--- src/rtl/countdown_timer.sv ---
// countdown_timer: loadable minutes:seconds down-counter with expiry flag.
//
// Loads a preset time, counts down once per external 1 Hz tick while running
// and flags expiry when the count reaches 00:00.
//
// Ports:
//   clk       system clock
//   rst_n     asynchronous active-low reset
//   tick      one-cycle enable pulse, once per second
//   clr       synchronous clear to 00:00 and IDLE (highest priority)
//   load      load preset from load_min/load_sec (ignored while running)
//   load_min  preset minutes, saturated to MAX_MIN
//   load_sec  preset seconds, saturated to 59
//   start     begin or resume the countdown
//   pause     suspend the countdown
//   minutes   current minutes
//   seconds   current seconds, 0..59
//   running   high while counting down
//   expired   high while parked at 00:00 after an expiry
//   done      one-cycle pulse on the edge the count reaches 00:00
module countdown_timer #(
  parameter int unsigned MAX_MIN = 199,
  parameter int unsigned MIN_W   = 8
) (
  input  logic             clk,
  input  logic             rst_n,
  input  logic             tick,
  input  logic             clr,
  input  logic             load,
  input  logic [MIN_W-1:0] load_min,
  input  logic [5:0]       load_sec,
  input  logic             start,
  input  logic             pause,
  output logic [MIN_W-1:0] minutes,
  output logic [5:0]       seconds,
  output logic             running,
  output logic             expired,
  output logic             done
);

  localparam logic [1:0] StIdle    = 2'd0;
  localparam logic [1:0] StRun     = 2'd1;
  localparam logic [1:0] StPaused  = 2'd2;
  localparam logic [1:0] StExpired = 2'd3;

  localparam logic [MIN_W-1:0] MaxMin = MIN_W'(MAX_MIN);
  localparam logic [5:0]       MaxSec = 6'd59;

  logic [1:0]       state_q, state_d;
  logic [MIN_W-1:0] min_q, min_d;
  logic [5:0]       sec_q, sec_d;
  logic             done_q, done_d;

  logic count_zero;
  logic count_one;

  assign count_zero = (min_q == '0) && (sec_q == '0);
  assign count_one  = (min_q == '0) && (sec_q == 6'd1);

  always_comb begin
    state_d = state_q;
    min_d   = min_q;
    sec_d   = sec_q;
    done_d  = 1'b0;

    if (clr) begin
      state_d = StIdle;
      min_d   = '0;
      sec_d   = '0;
    end else if (load && (state_q != StRun)) begin
      state_d = StIdle;
      min_d   = (load_min > MaxMin) ? MaxMin : load_min;
      sec_d   = (load_sec > MaxSec) ? MaxSec : load_sec;
    end else begin
      unique case (state_q)
        StIdle: begin
          // A zero preset cannot start; otherwise it would expire with no tick.
          if (!pause && start && !count_zero) state_d = StRun;
        end
        StRun: begin
          if (pause) begin
            state_d = StPaused;
          end else if (tick && !count_zero) begin
            if (sec_q != '0) begin
              sec_d = sec_q - 6'd1;
            end else begin
              min_d = min_q - 1'b1;
              sec_d = MaxSec;
            end
            if (count_one) begin
              state_d = StExpired;
              done_d  = 1'b1;
            end
          end
        end
        StPaused: begin
          if (!pause && start) state_d = StRun;
        end
        StExpired: begin
          // Parked at 00:00 until load or clr.
        end
        default: state_d = StIdle;
      endcase
    end
  end

  always_ff @(posedge clk or negedge rst_n) begin
    if (!rst_n) begin
      state_q <= StIdle;
      min_q   <= '0;
      sec_q   <= '0;
      done_q  <= 1'b0;
    end else begin
      state_q <= state_d;
      min_q   <= min_d;
      sec_q   <= sec_d;
      done_q  <= done_d;
    end
  end

  assign minutes = min_q;
  assign seconds = sec_q;
  assign running = (state_q == StRun);
  assign expired = (state_q == StExpired);
  assign done    = done_q;

endmodule

--- config.mk ---
export PLATFORM = sky130hd
export DESIGN_NAME = countdown_timer
export DESIGN_NICKNAME = d
export VERILOG_FILES = /design/src/rtl/countdown_timer.sv
export SDC_FILE = /design/constraint.sdc
export NUM_CORES = 1
export LEC_CHECK = 0
export ABC_AREA = 1
export BUFFER_PORTS_ARGS = -buffer_cell sky130_fd_sc_hd__clkbuf_2
export CAP_MARGIN = 10
export CORE_ASPECT_RATIO = 0.6
export CORE_MARGIN = 10
export CORE_UTILIZATION = 55
export DETAILED_ROUTE_END_ITERATION = 8
export GPL_ROUTABILITY_DRIVEN = 1
export PLACE_DENSITY = 0.91
export SLEW_MARGIN = 20
export SYNTH_ARGS = -nofsm -noshare
export SYNTH_HDL_FRONTEND = slang
export SYNTH_SLANG_ARGS = --single-unit
--- constraint.sdc ---
create_clock -name clk -period 3 [get_ports clk]
set_clock_uncertainty 0.15 [all_clocks]
set_input_delay 0.3 -clock clk [delete_from_list [all_inputs] [get_ports clk]]
set_output_delay 0.3 -clock clk [all_outputs]
set_load 0.02 [all_outputs]
[Word-level counts from Yosys, hierarchy flattened]
Index checks and enable logic that the tools add are counted.
Word-level totals
  register bits: 17
  word-level logic and storage cells: 65
  output and inout port bits: 17
  bits of input ports: 21
Cells by class
  multiplexer cells: 28
  $lt $le $gt $ge: 2
  reductions and logical operators: 18
  $add $sub $neg: 2
  equality and inequality tests: 11
Operators with widths (count)
  8-bit two-way mux: 7
  6-bit two-way mux: 7
  2-bit two-way mux: 7
  5-bit by 3-bit inequality test with 1-bit output, second input constant: 2
  8-bit greater-than comparator, second input constant: 1
  8-bit logical NOT: 1
  4-bit inequality test, second input constant: 2
  8-bit by 1-bit subtractor with 8-bit output, second input constant: 1
  6-bit by 1-bit == test with 1-bit output, second input constant: 1
  6-bit greater-than comparator, second input constant: 1
  1-bit logical AND: 6
  6-bit logical NOT: 1
  1-bit two-way mux: 6
  2-bit case mux with 3 select lines: 1
  3-bit nonzero test: 2
  6-bit nonzero test: 1
  6-bit by 1-bit subtractor with 6-bit output, second input constant: 1
  5-bit AND reduction: 1
  5-bit nonzero test: 1
  2-bit == test, second input constant: 2
  4-bit AND reduction: 1
  3-bit by 2-bit inequality test with 1-bit output, second input constant: 1
  3-bit inequality test, second input constant: 1
  3-bit AND reduction: 1
  4 further kinds: 5

[Longest topological paths before layout]
  depth after elaboration: 9
  mapped depth: 11

[Worst setup path before layout]
OpenSTA, ideal clock, no wires.
  path kind: register -> register
  from: register sec_q[0], in the netlist seconds[0]
  to: register min_q[4], in the netlist minutes[4]
  clock period less this slack: 1.688 ns
  setup slack: 1.312 ns
  data required time: 2.728 ns
  data arrival time: 1.416 ns
  stages on the path, launching flop included: 11
  library setup time: 0.122 ns
  path buffers: 0
  path through: dfrtp_1 inv_1 ha_1 nand2_2 nor2_4 nand2_1 nand4_1 nand2_2 inv_4 nand2_1 o21ai_2
On the way
  cells in the longest elaborated chain, start to end: 6
  elaborated cells on any way between the ends: 8
RTL lines
  start: declaration: line 51  | logic [5:0] sec_q, sec_d;
  start signal: assignment: line 111  | sec_q <= '0;
  start signal: assignment: line 116  | sec_q <= sec_d;
  6-bit logical NOT: line 57  | assign count_zero = (min_q == '0) && (sec_q == '0);
  1-bit logical AND: line 57
  1-bit logical NOT: line 83  | end else if (tick && !count_zero) begin
  1-bit logical AND: line 83
  3-bit nonzero test (no line)
  4-bit AND reduction (no line) *
  end signal: assignment: line 115  | min_q <= min_d;
  end: declaration: line 50  | logic [MIN_W-1:0] min_q, min_d;
Every way passes the cells marked *; elsewhere a longest branch is shown, timed or not.
A chain may end at the register's enable or synchronous reset.

[Worst setup path after layout]
  from: register sec_q[0], in the netlist seconds[0]
  to: register sec_q[1], in the netlist seconds[1]
On the way
  cells in the longest elaborated chain, start to end: 7
  elaborated cells on any way between the ends: 14
RTL lines
  6-bit by 1-bit subtractor with 6-bit output / 6-bit nonzero test (equally long branches): line 85, 84
  6-bit two-way mux: line 84  | if (sec_q != '0) begin
  6-bit two-way mux: line 83
  6-bit two-way mux: line 81  | if (pause) begin
  6-bit two-way mux: line 75  | unique case (state_q)
  6-bit two-way mux: line 70  | end else if (load && (state_q != StRun)) begin
  6-bit two-way mux: line 66  | if (clr) begin
Parallel ways exist; a longest one is shown, timed or not. The select of a mux whose other input is x is not followed.

==> metrics <==
Avg Vias per Cell 5.39; gp weighted congestion 0.946; EDFF count, synth 0; TritonCTS Buffers 3; Pint 0.000498 W; P_sw 0.000396 W; Worst Tran Pin Value 449 ps; WP buf/inv 1; Area Overhead vs Synth 19.9%; H-tree depth 1; post-synthesis cell count 194; CP max stage cell dfrtp_1; Clock Path Buffers 2; clk sinks 17; layout cells sized above 1 23.5%; sequential share of the synthesized area 32.4%; startpoint types register; Area contributors post-synth dfrtp_1, nand2_1, nand3_1, inv_1, nor2_1; sw frac 44.3%; postcts setup bufs 0; Post-CTS Resized 0; Setup CP Type reg -> reg; final antenna-violating net count 0; CP Max Fanout 10; Max-slew headroom 70.0%; grt ovf 0; maximum clock rate 0.572 GHz; CTS root buf clkbuf_8; post-synth top area share 32.4%; buffers added on ports 37; Worst-Skew Late Latency 260 ps; largest net degree at the start of global routing 18; sequential power share 35.7%; die width 83.0 um; Core Util, Final 71.1%; cell chain of the critical path inv_1 -> ha_1 -> nand2_2 -> nor2_4 -> nand2_1 -> nand3_1 -> nand2_2 -> nor2_1 -> a21oi_1; first-pass GRT wire length 6170 um; Synth area leader dfrtp_1; die span in y 57.8 um; period utilisation layout 58.3%; crit path from seconds[0]$_DFFE_PN0P_; Pwr Density 569 mW/mm^2; Final nets 261; max-cap violations 0; status completed; clock-pin slew on the worst setup and hold paths 60 ps; Hold Crit Start pause; Ports 38; CP arrival 1730 ps; vias 1,422; CTS tree done; initial antenna violation count 0; delay of the slowest cell on the worst path 420 ps; number of fill cells in the layout 202; Post-synth ARST share 100%; CP Capture Type register; Top FF cell, synth dfrtp_1; DR pass1 iterations 4; Post-Syn Area 0.00131 sq mm; hpwl dp 2910 um; Tmin final 1750 ps; Final Instance Area 0.00157 sq mm; syn nets 220; TNS Setup 0 ps; Worst EP required 2990 ps; Setup violations, final 0; Iter 0 DRT Violations 210; Crit path top cell by count nand2_2; clock power share 19.5%; peak supply drop 0.000357 V; ant diodes 0; Initial Utilization 59.3%; reg-to-reg critical path startpoint seconds[0]$_DFFE_PN0P_; Core Area 0.00221 sq mm; DRC viols 0; vias in the first global route 1,286; Yosys cell types 27; WL/cell 13.7 um; family with the most delay on the worst path simple AND/OR/NAND/NOR gates; Total Routing Usage GR 15.0%; syn avg cell area 6.76 sq um; top post-synthesis cells by count nand2_1, inv_1, nor2_1, nand3_1, dfrtp_1; die area 0.00480 sq mm; Area after DPL 0.00152 sq mm; WL final 3620 um; RSZ-0062 raised after global routing false; Pleak 0.865 nW; Syn. warnings 0; number of hold buffers added after CTS 1; Logic pwr share 44.8%; Worst Hold Class in -> reg; most common cell in the netlist nand2_1; Seq cells post-synth 17; Final Hold Viols 0; Slew Viols, Final 0; Rows 13
cells by family after synthesis:
family	after synthesis	share of synthesized area, %
AO/OA/AOI/OAI	31	13.0
XOR/XNOR	1	0.668
adder cells (fa/ha/maj)	5	4.77
buffers and inverters	28	9.26
flip-flops	17	32.4
AND/OR/NAND/NOR	112	39.9
routing by layer:
layer / routed length, um / track usage, % / part of all wire (%) / up-vias
li1: - / - / - / 714
met3: 435 / 6.42 / 12 / 7
met4: 33 / 2.17 / 0.91 / 0
met2: 1480 / 21.6 / 41 / 74
met1: 1670 / 20.6 / 46 / 627
met5: 0 / 0 / 0 / -
final timing paths:
| kind | endpoint | slack [ps] | depth (start not counted) |
|---|---|---|---|
| setup / recovery | seconds[1]$_DFFE_PN0P_ | 1250 | 9 |
| hold / removal | done$_DFF_PN0_ | 190 | 4 |
| setup reg to reg | seconds[1]$_DFFE_PN0P_ | 1250 | 9 |
| hold reg to reg | state_q[1]$_DFFE_PN0P_ | 350 | 2 |
| max in group asynchronous | seconds[0]$_DFFE_PN0P_ | 2020 | 2 |
| min in group asynchronous | seconds[4]$_DFFE_PN0P_ | 370 | 2 |
state kept, by name, summed over array words and instances (netlist names):
name / count
minutes: 8
state_q: 2
done: 1
seconds: 6
power by group through the flow:
stage | logic, W | clock network (W) | registers, W
floorplan | 0.000242 | 0 | 0.000357
global placement | 0.000389 | 0 | 0.000320
detailed placement | 0.000394 | 0 | 0.000322
CTS | 0.000399 | 0.000178 | 0.000318
global route | 0.000443 | 0.000192 | 0.000327
finish | 0.000401 | 0.000175 | 0.000319
metrics by stage:
| step | hold WS, ps | std cells | total power (W) | setup WS [ps] |
|---|---|---|---|---|
| 6_report | 191 | 264 | 0.000894 | 1250 |
| 5_1_grt | 233 | 264 | 0.000963 | 1090 |
| 4_1_cts | 187 | 264 | 0.000896 | 1260 |
| 3_5_place_dp | 117 | 259 | 0.000716 | 1270 |
| 3_3_place_gp | 112 | 259 | 0.000709 | 1320 |
| 2_1_floorplan | -146 | 194 | 0.000599 | 1310 |
final cells by class:
cell class	instances	area (sq um)	area share, %
clock buffers	4	45.0	2.86
multi-input cells	149	764	48.6
well taps	30	37.5	2.39
flip-flops and latches	17	425	27.0
inverters	26	105	6.68
repair buffers	38	195	12.4
placed cells by master (no fill, tap or decap):
cell           count
nand2_1           52
clkbuf_2          37
inv_1             23
nor2_1            21
nand3_1           20
dfrtp_1           17
o21ai_0           13
a21oi_1            6
nand2_2            5
nand4_1            5
o21ai_1            5
ha_1               5
nor2_4             3
nor3_1             3
clkbuf_8           3
o22ai_1            2
a31oi_1            2
nand2_4            1
inv_6              1
nor2_8             1
inv_2              1
inv_4              1
o31ai_1            1
o21ai_2            1
a32oi_1            1
xor2_1             1
or2_2              1
clkbuf_1           1
dlygate4sd3_1      1
worst register-to-register path: stages, from the launching register on:
cell     delay, ps
dfrtp_1        420
inv_1          120
ha_1           200
nand2_2         80
nor2_4         100
nand2_1         80
nand3_1        140
nand2_2        160
nor2_1         120
a21oi_1         50
Power figures use the tool's default switching activity.
